==> config.mk <==
export PLATFORM = sky130hd
export DESIGN_NAME = pattern_gen_flat
export DESIGN_NICKNAME = d
export VERILOG_FILES = /design/src/rtl/pattern_gen_if.sv /design/src/rtl/pattern_gen.sv /design/src/flat_wrapper.sv
export SDC_FILE = /design/constraint.sdc
export NUM_CORES = 1
export LEC_CHECK = 0
export BUFFER_PORTS_ARGS = -buffer_cell sky130_fd_sc_hd__buf_2
export CAP_MARGIN = 25
export CORE_MARGIN = 8
export CORE_UTILIZATION = 40
export CTS_BUF_LIST = sky130_fd_sc_hd__clkbuf_4
export DETAILED_ROUTE_END_ITERATION = 7
export GPL_ROUTABILITY_DRIVEN = 0
export GPL_TIMING_DRIVEN = 1
export PLACE_DENSITY = 0.72
export SLEW_MARGIN = 20
export SYNTH_ARGS = -nofsm -noshare
export SYNTH_HDL_FRONTEND = slang
export SYNTH_SLANG_ARGS = --single-unit
==> constraint.sdc <==
create_clock -name clk -period 2.1 [get_ports clk]
set_clock_uncertainty 0.1 [all_clocks]
set_input_delay 0.105 -clock clk [delete_from_list [all_inputs] [get_ports clk]]
set_output_delay 0.105 -clock clk [all_outputs]
set_load 0.005 [all_outputs]
==> src/rtl/pattern_gen_if.sv <==
// Control/status bundle for pattern_gen: load/start requests in, serial stream and status out.
interface pattern_gen_if #(
    parameter int unsigned PAT_BITS = 4
);
    logic                load;
    logic [PAT_BITS-1:0] pattern;
    logic [3:0]          repeat_cnt;
    logic                start;
    logic                o;
    logic                busy;
    logic                done;

    // Requester side: presents patterns and start requests, observes the stream.
    modport master (
        output load,
        output pattern,
        output repeat_cnt,
        output start,
        input  o,
        input  busy,
        input  done
    );

    // Generator side: consumes requests, drives the serial stream and status.
    modport slave (
        input  load,
        input  pattern,
        input  repeat_cnt,
        input  start,
        output o,
        output busy,
        output done
    );
endinterface

==> src/rtl/pattern_gen.sv <==
// Serial pattern generator: shifts a stored pattern out MSB first, repeat_cnt+1 times
// back to back, then pulses done for one cycle. All outputs are registered.
// Optional feature: define PATTERN_GEN_PARITY_EN to append an even-parity bit after
// every pattern repetition.
module pattern_gen #(
    parameter int unsigned PAT_BITS   = 4,
    parameter logic        IDLE_VALUE = 1'b1
) (
    input  logic           clk,
    input  logic           n_rst,
    pattern_gen_if.slave   bus
);
    localparam int unsigned IDX_W = (PAT_BITS > 1) ? $clog2(PAT_BITS) : 1;
    localparam int unsigned REP_W = 4;

    localparam logic [IDX_W-1:0] IDX_ONE = IDX_W'(1);
    localparam logic [IDX_W-1:0] IDX_MAX = IDX_W'(PAT_BITS - 1);
    localparam logic [REP_W-1:0] REP_ONE = REP_W'(1);

    typedef enum logic [1:0] {
        IDLE   = 2'd0,
        SHIFT  = 2'd1,
        PARITY = 2'd2,
        DONE   = 2'd3
    } state_t;

    state_t              state_q, state_d;
    logic [PAT_BITS-1:0] pat_reg_q, pat_reg_d;
    logic [IDX_W-1:0]    bit_idx_q, bit_idx_d;
    logic [REP_W-1:0]    rep_q, rep_d;
    logic                o_q, o_d;
    logic                busy_q, busy_d;
    logic                done_q, done_d;

    logic [PAT_BITS-1:0] tx_pat_c;
    logic                end_pat_c;

    // A load presented together with start is transmitted directly (bypass).
    assign tx_pat_c = bus.load ? bus.pattern : pat_reg_q;

    // State and datapath registers, synchronous active-low reset.
    always_ff @(posedge clk) begin
        if (!n_rst) begin
            state_q   <= IDLE;
            pat_reg_q <= '0;
            bit_idx_q <= '0;
            rep_q     <= '0;
            o_q       <= IDLE_VALUE;
            busy_q    <= 1'b0;
            done_q    <= 1'b0;
        end else begin
            state_q   <= state_d;
            pat_reg_q <= pat_reg_d;
            bit_idx_q <= bit_idx_d;
            rep_q     <= rep_d;
            o_q       <= o_d;
            busy_q    <= busy_d;
            done_q    <= done_d;
        end
    end

    // Next-state and next-output logic.
    always_comb begin
        state_d   = state_q;
        pat_reg_d = pat_reg_q;
        bit_idx_d = bit_idx_q;
        rep_d     = rep_q;
        o_d       = o_q;
        busy_d    = busy_q;
        done_d    = 1'b0;
        end_pat_c = 1'b0;

        case (state_q)
            IDLE: begin
                o_d    = IDLE_VALUE;
                busy_d = 1'b0;
                if (bus.load) begin
                    pat_reg_d = bus.pattern;
                end
                if (bus.start) begin
                    state_d   = SHIFT;
                    o_d       = tx_pat_c[PAT_BITS-1];
                    bit_idx_d = IDX_MAX;
                    rep_d     = bus.repeat_cnt;
                    busy_d    = 1'b1;
                end
            end

            SHIFT: begin
                if (bit_idx_q != '0) begin
                    o_d       = pat_reg_q[bit_idx_q - IDX_ONE];
                    bit_idx_d = bit_idx_q - IDX_ONE;
                end else begin
`ifdef PATTERN_GEN_PARITY_EN
                    state_d = PARITY;
                    o_d     = ^pat_reg_q;
`else
                    end_pat_c = 1'b1;
`endif
                end
            end

            PARITY: begin
                end_pat_c = 1'b1;
            end

            DONE: begin
                // start/load here are deliberately dropped; one idle cycle follows.
                state_d = IDLE;
                o_d     = IDLE_VALUE;
                busy_d  = 1'b0;
            end

            default: begin
                state_d = IDLE;
                o_d     = IDLE_VALUE;
                busy_d  = 1'b0;
            end
        endcase

        // End of one pattern: either restart with zero gap or finish.
        if (end_pat_c) begin
            if (rep_q != '0) begin
                state_d   = SHIFT;
                rep_d     = rep_q - REP_ONE;
                o_d       = pat_reg_q[PAT_BITS-1];
                bit_idx_d = IDX_MAX;
            end else begin
                state_d = DONE;
                o_d     = IDLE_VALUE;
                busy_d  = 1'b0;
                done_d  = 1'b1;
            end
        end
    end

    assign bus.o    = o_q;
    assign bus.busy = busy_q;
    assign bus.done = done_q;

endmodule

==> src/flat_wrapper.sv <==
// flat-port wrapper written by rule: the top's interface ports become plain ports
module pattern_gen_flat 
#(
    parameter int unsigned PAT_BITS   = 4,
    parameter logic        IDLE_VALUE = 1'b1
)
  (clk, n_rst, bus_load, bus_pattern, bus_repeat_cnt, bus_start, bus_o, bus_busy, bus_done);
  pattern_gen_if #(.PAT_BITS(PAT_BITS)) bus_i ();
  input  logic clk;
  input  logic n_rst;
  input wire logic [$bits(bus_i.load)-1:0] bus_load;
  input wire logic [$bits(bus_i.pattern)-1:0] bus_pattern;
  input wire logic [$bits(bus_i.repeat_cnt)-1:0] bus_repeat_cnt;
  input wire logic [$bits(bus_i.start)-1:0] bus_start;
  output wire logic [$bits(bus_i.o)-1:0] bus_o;
  output wire logic [$bits(bus_i.busy)-1:0] bus_busy;
  output wire logic [$bits(bus_i.done)-1:0] bus_done;
  assign bus_i.load = bus_load;
  assign bus_i.pattern = bus_pattern;
  assign bus_i.repeat_cnt = bus_repeat_cnt;
  assign bus_i.start = bus_start;
  assign bus_o = bus_i.o;
  assign bus_busy = bus_i.busy;
  assign bus_done = bus_i.done;
  pattern_gen #(.PAT_BITS(PAT_BITS), .IDLE_VALUE(IDLE_VALUE)) u_core (.clk(clk), .n_rst(n_rst), .bus(bus_i));
endmodule
==> results.tsv, run 1 <==
metric	value	unit
fmax	534	MHz
drt_iter0_drc	40	
initial_core_util	42.1	%
clk-insertion-delay-late	0.28	ns
dp_slack	0.239	ns
total_power	0.000972	W
clkTransAtPathRegs	0.09	ns
dieArea	4100	um^2
htree_levels	1	
cts_root_buffer	clkbuf_4	
postRouteAntennaNets	0	
switching_share	36.6	%
final_cell_mix	dfxtp_1, buf_2, nand2_1	
crit_path_start_kind	flip-flop	
postSynthCellCount	105	
ff2ff_setup_slack	0.23	ns
drive_above_1_share	20.8	%
grt_max_degree	15	
period_minus_slack	1.87	ns
clockBufferDepth	2	
synth-edff-count	0	
ys_seq_area_share	32.6	%
p_int	0.000616	W
grt_pass1_vias	820	
hold_viol	0	
hold_class	in -> reg	
drc	0	
routedWlPerCell	13.3	um
num_rows	17	
dr.pass1.iters	4	
cts_buffers	3	
rr_startpoint	u_core.state_q[1]$_SDFFE_PN0P_	
wl	2.03	mm
syn_area	922	um^2
r2r.worst_path.cells	5	
antenna_found_initial	0	
maxCapViolCount	0	
end_kind	flip-flop	
syn_area_per_cell	8.78	um^2
clockPowerShare	18.5	%
grt_pass1_wl	3.69	mm
synth.distinct_cells	41	
hold_end	u_core.rep_q[3]$_SDFF_PN0_	
combinationalPowerShare	42.9	%
maxSlewViolCount	0	
clock_sinks	15	
coreArea	2190	um^2
vdd_drop_max	0.378	mV
cp_max_fo	11	
rsz0062_at_grt	false	
whs	0.0195	ns
cts_tree	done	
viasPerCell	5.43	
seqPwrFrac	38.6	%
syn_to_final_growth	18.7	%
die_h	64.0	um
tightestPinTransition	0.495	ns
p_leak	0.454	nW
synth-async-reset-ratio	0	%
die_x	64.0	um
grt.total_usage	10.8	%
yosys_warnings	0	
setup_tns	0	ns
ios	15	
setup_viol	0	
status	complete, no violations	
p_per_area	888	nW/um^2
via_count	831	
hold_depth	3	
crit_type	reg -> reg	
synth_nets	126	
hpwlAfterDp	1.58	mm
r2r_end	u_core.rep_q[3]$_SDFF_PN0_	
worst_ep_arrival_time	1.99	ns
setup_ws	0.228	ns
overflow	0	
portBuffers	14	
diodes	0	
ys_ff_latch	15	
synthFlopType	dfxtp_1	
worstPathRequired	2.22	ns
final_common_cell	dfxtp_1	
fin_crit_sh	89.2	%
layout.nets	147	
holdCritStartpoint	bus_repeat_cnt[3]	
max_slew_margin	67.0	%
switchingPower	0.000356	W
sequential cells by signal, indices dropped and copies added (netlist names):
register          count
u_core.pat_reg_q      4
u_core.rep_q          4
u_core.bit_idx_q      2
u_core.bus.busy       1
u_core.bus.o          1
u_core.bus.done       1
u_core.state_q        2
how the worst max path moves through the flow:
stage                                        start                          to  slack [ns]  cells after the start
detailed placement  u_core.state_q[0]$_SDFFE_PN0P_  u_core.rep_q[3]$_SDFF_PN0_        0.24                      5
floorplan           u_core.bit_idx_q[0]$_SDFF_PN0_   u_core.bus.o$_SDFFE_PN1P_        0.42                      6
global route        u_core.state_q[1]$_SDFFE_PN0P_  u_core.rep_q[3]$_SDFF_PN0_        0.07                      5
global placement    u_core.state_q[1]$_SDFFE_PN0P_  u_core.rep_q[3]$_SDFF_PN0_        0.33                      5
CTS                 u_core.state_q[1]$_SDFFE_PN0P_  u_core.rep_q[3]$_SDFF_PN0_        0.21                      5
finish              u_core.state_q[1]$_SDFFE_PN0P_  u_core.rep_q[3]$_SDFF_PN0_        0.23                      5
repair_timing:
item,4_1_cts,5_1_grt
hold endpoints to repair,6,0
hold buffers,5,0
buffers inserted,0,0
gates resized for setup,0,0
per-layer routing:
metal / up-vias / wire, um / global-route usage [%]
met4: 0 / 52 / 5.29
met5: - / 0 / 0
li1: 423 / - / -
met3: 6 / 96 / 3.14
met1: 386 / 918 / 12.3
met2: 16 / 963 / 17.8
stage by stage:
| step | util (%) | std cells | area (um^2) |
|---|---|---|---|
| global route | 50.0 | 153 | 1090 |
| finish | 50.0 | 153 | 1090 |
| floorplan | - | 105 | 922 |
| detailed placement | 46.3 | 144 | 1010 |
| global placement | 46.3 | 144 | 1010 |
| CTS | 50.0 | 153 | 1090 |
power by group through the flow:
stage	Clock (W)	Sequential, W	Combinational (W)
6_report	0.000179	0.000375	0.000417
5_1_grt	0.000207	0.000385	0.000465
4_1_cts	0.000187	0.000375	0.000421
3_5_place_dp	0	0.000382	0.000412
3_3_place_gp	0	0.000378	0.000396
2_1_floorplan	0	0.000373	0.000322
cell type report:
class,instances,area (um^2)
Clock buffer,4,30.0
Fill cell,220,1100
Inverter,7,26.3
Multi-Input combinational cell,79,576
Sequential cell,15,300
Tap cell,28,35.0
Timing Repair Buffer,20,128
Yosys cell counts, types with 2 or more instances:
cell type  count  area [um^2]
o21ai_1        2         10.0
mux2i_1        2         20.0
clkbuf_1       2         7.51
inv_1          7         26.3
nand3_1        5         25.0
a31oi_1        2         12.5
dfxtp_1       15          300
o21ai_0        3         15.0
nand2_1       13         48.8
o2bb2ai_1      2         17.5
nor2_1         4         15.0
ha_1           9          113
a21oi_1       10         50.1
and3_1         2         12.5
logic make-up (layout without fill, tap and decap cells):
family,count (synthesis),in the layout,synth area share (%)
simple gates,36,36,21.6
compound gates,30,30,23.1
flops,15,15,32.6
buf+inv,11,31,5.02
fa+ha+maj,9,9,12.2
mux,3,3,4.61
xor+xnor,1,1,0.950
worst max-delay path: stages (launching register included):
cell and delay (ns):
dfxtp_1 0.39, inv_1 0.10, ha_1 0.47, nand3_2 0.20
or3b_1 0.38, a31oi_1 0.15
(Power assumes the default switching activity.)
==> run 2: changes to the inputs <==
Settings changed: GPL_TIMING_DRIVEN 1 to 0.
==> run 2 against run 1 <==
Global-route usage fell by 0.49 points. Fmax is 2.5% lower. Critical endpoint unchanged. Setup slack got worse by 0.048 ns. Register-to-register slack got worse by 0.05 ns. Combinational power rose by 1%. Total power is 0.79% higher. Critical path type unchanged. First-iteration DRC count is 28% lower.
==> results.tsv, run 2 (synthesized netlist as in run 1, its figures left out) <==
metric	value	unit
layout.nets	149	
maxCapViolCount	0	
htree_levels	1	
postCtsSetupRepairBufs	0	
viasPerCell	5.34	
final_cell_mix	buf_2, dfxtp_1, nand2_1	
cts_tree	done	
tightestPinTransition	0.470	ns
grt_pass1_vias	795	
end_kind	flip-flop	
clockBufferDepth	2	
clkTransAtPathRegs	0.10	ns
r2r.worst_path.cells	6	
worstPathRequired	2.21	ns
holdCritStartpoint	bus_pattern[3]	
rsz0062_at_grt	false	
p_per_area	893	nW/um^2
setup_viol	0	
hold_end	u_core.pat_reg_q[3]$_SDFFE_PN0P_	
postRouteAntennaNets	0	
crit_chain	inv_1, ha_1, buf_2, nand3_2, or3b_1, a31oi_1	
initial_core_util	42.1	%
diodes	0	
grt_pass1_wl	3.52	mm
drt_iter0_drc	29	
syn_to_final_growth	19.0	%
hold_viol	0	
post_cts_resized	0	
period_minus_slack	1.92	ns
critical-path-top-delay-family	simple AND/OR/NAND/NOR gates	
grt.total_usage	10.3	%
portBuffers	14	
worst_path_max_delay_cell	dfxtp_1	
setup_tns	0	ns
die_h	64.0	um
fin_cells	155	
largestRegisters	u_core.pat_reg_q (4), u_core.rep_q (4)	
via_count	827	
hold_depth	3	
cp_max_fo	10	
crit_type	reg -> reg	
cp_slowest_stage_delay	0.42	ns
fin_crit_sh	91.4	%
overflow	0	
crit_path_start_kind	flip-flop	
drc	0	
grt_max_degree	11	
ff2ff_setup_slack	0.18	ns
coreArea	2190	um^2
cts_buffers	3	
wl	2.10	mm
clock_sinks	15	
routedWlPerCell	13.5	um
antenna_found_initial	0	
p_leak	0.457	nW
ios	15	
clk-insertion-delay-late	0.28	ns
maxSlewViolCount	0	
place_inst	147	
worst_ep_arrival_time	2.03	ns
dr.pass1.iters	4	
vdd_drop_max	0.436	mV
r2r_end	u_core.rep_q[3]$_SDFF_PN0_	
drive_above_1_share	21.3	%
hold_class	in -> reg	
critPathBufInv	2	
rr_startpoint	u_core.state_q[0]$_SDFFE_PN0P_	
fmax	521	MHz
cts_root_buffer	clkbuf_4	
hpwlAfterDp	1.58	mm
die_x	64.0	um
num_rows	17	
dieArea	4100	um^2
max_slew_margin	68.7	%
status	complete, no violations	
==> run 2: area by class of cell <==
cell class / count / area (um^2)
fill: 218 / 1090
tap: 28 / 35.0
timing repair buffer: 18 / 110
inverter: 7 / 26.3
clock buffer: 4 / 30.0
multi-input combinational: 79 / 576
sequential: 15 / 300
buffer: 4 / 20.0
==> run 2: worst max-delay path by stage <==
stage                     slack [ns]                           start                         end  depth (start not counted)
after floorplan                 0.42  u_core.bit_idx_q[0]$_SDFF_PN0_   u_core.bus.o$_SDFFE_PN1P_                          6
after global placement          0.29  u_core.state_q[0]$_SDFFE_PN0P_  u_core.rep_q[3]$_SDFF_PN0_                          6
after detailed placement        0.21  u_core.state_q[0]$_SDFFE_PN0P_  u_core.rep_q[3]$_SDFF_PN0_                          6
after CTS                       0.19  u_core.state_q[0]$_SDFFE_PN0P_  u_core.rep_q[3]$_SDFF_PN0_                          6
after global routing            0.03  u_core.state_q[0]$_SDFFE_PN0P_  u_core.rep_q[3]$_SDFF_PN0_                          6
final                           0.18  u_core.state_q[0]$_SDFFE_PN0P_  u_core.rep_q[3]$_SDFF_PN0_                          6
==> run 2: tightest hold or removal path, stage by stage <==
cell and delay [ns]:
buf_2 0.11, nand3_1 0.07, a21oi_1 0.06
==> run 2: metrics by stage <==
step / utilization, % / cell area [um^2] / total power [W] / setup slack, ns / hold slack [ns]
after CTS: 49.6 / 1090 / 0.000980 / 0.187 / 0.000670
after global routing: 50.1 / 1100 / 0.00106 / 0.0283 / 0.0319
after global placement: 46.9 / 1030 / 0.000778 / 0.295 / 0.234
final: 50.1 / 1100 / 0.000979 / 0.180 / 0.00667
after floorplan: - / 922 / 0.000694 / 0.418 / 0.0834
after detailed placement: 46.9 / 1030 / 0.000795 / 0.209 / 0.241
==> run 2: where the power goes <==
group,total (W),internal (W),switching [W]
combinational,0.000422,0.000197,0.000224
clock,0.000182,0.0000865,0.0000956
sequential,0.000375,0.000332,0.0000430
==> run 2: timing repair <==
action                                 in CTS  in global routing
setup endpoints to repair                   0                  0
hold buffers                                3                  1
endpoints found under the hold margin       4                  1
==> run 2: metal layers <==
metal / part of all wire [%] / vias up / track usage (%)
met5: 0 / - / 0
met4: 0 / 0 / 2.51
met3: 5.6 / 0 / 2.61
met2: 48 / 20 / 17.2
met1: 46 / 380 / 12.8
li1: - / 427 / -
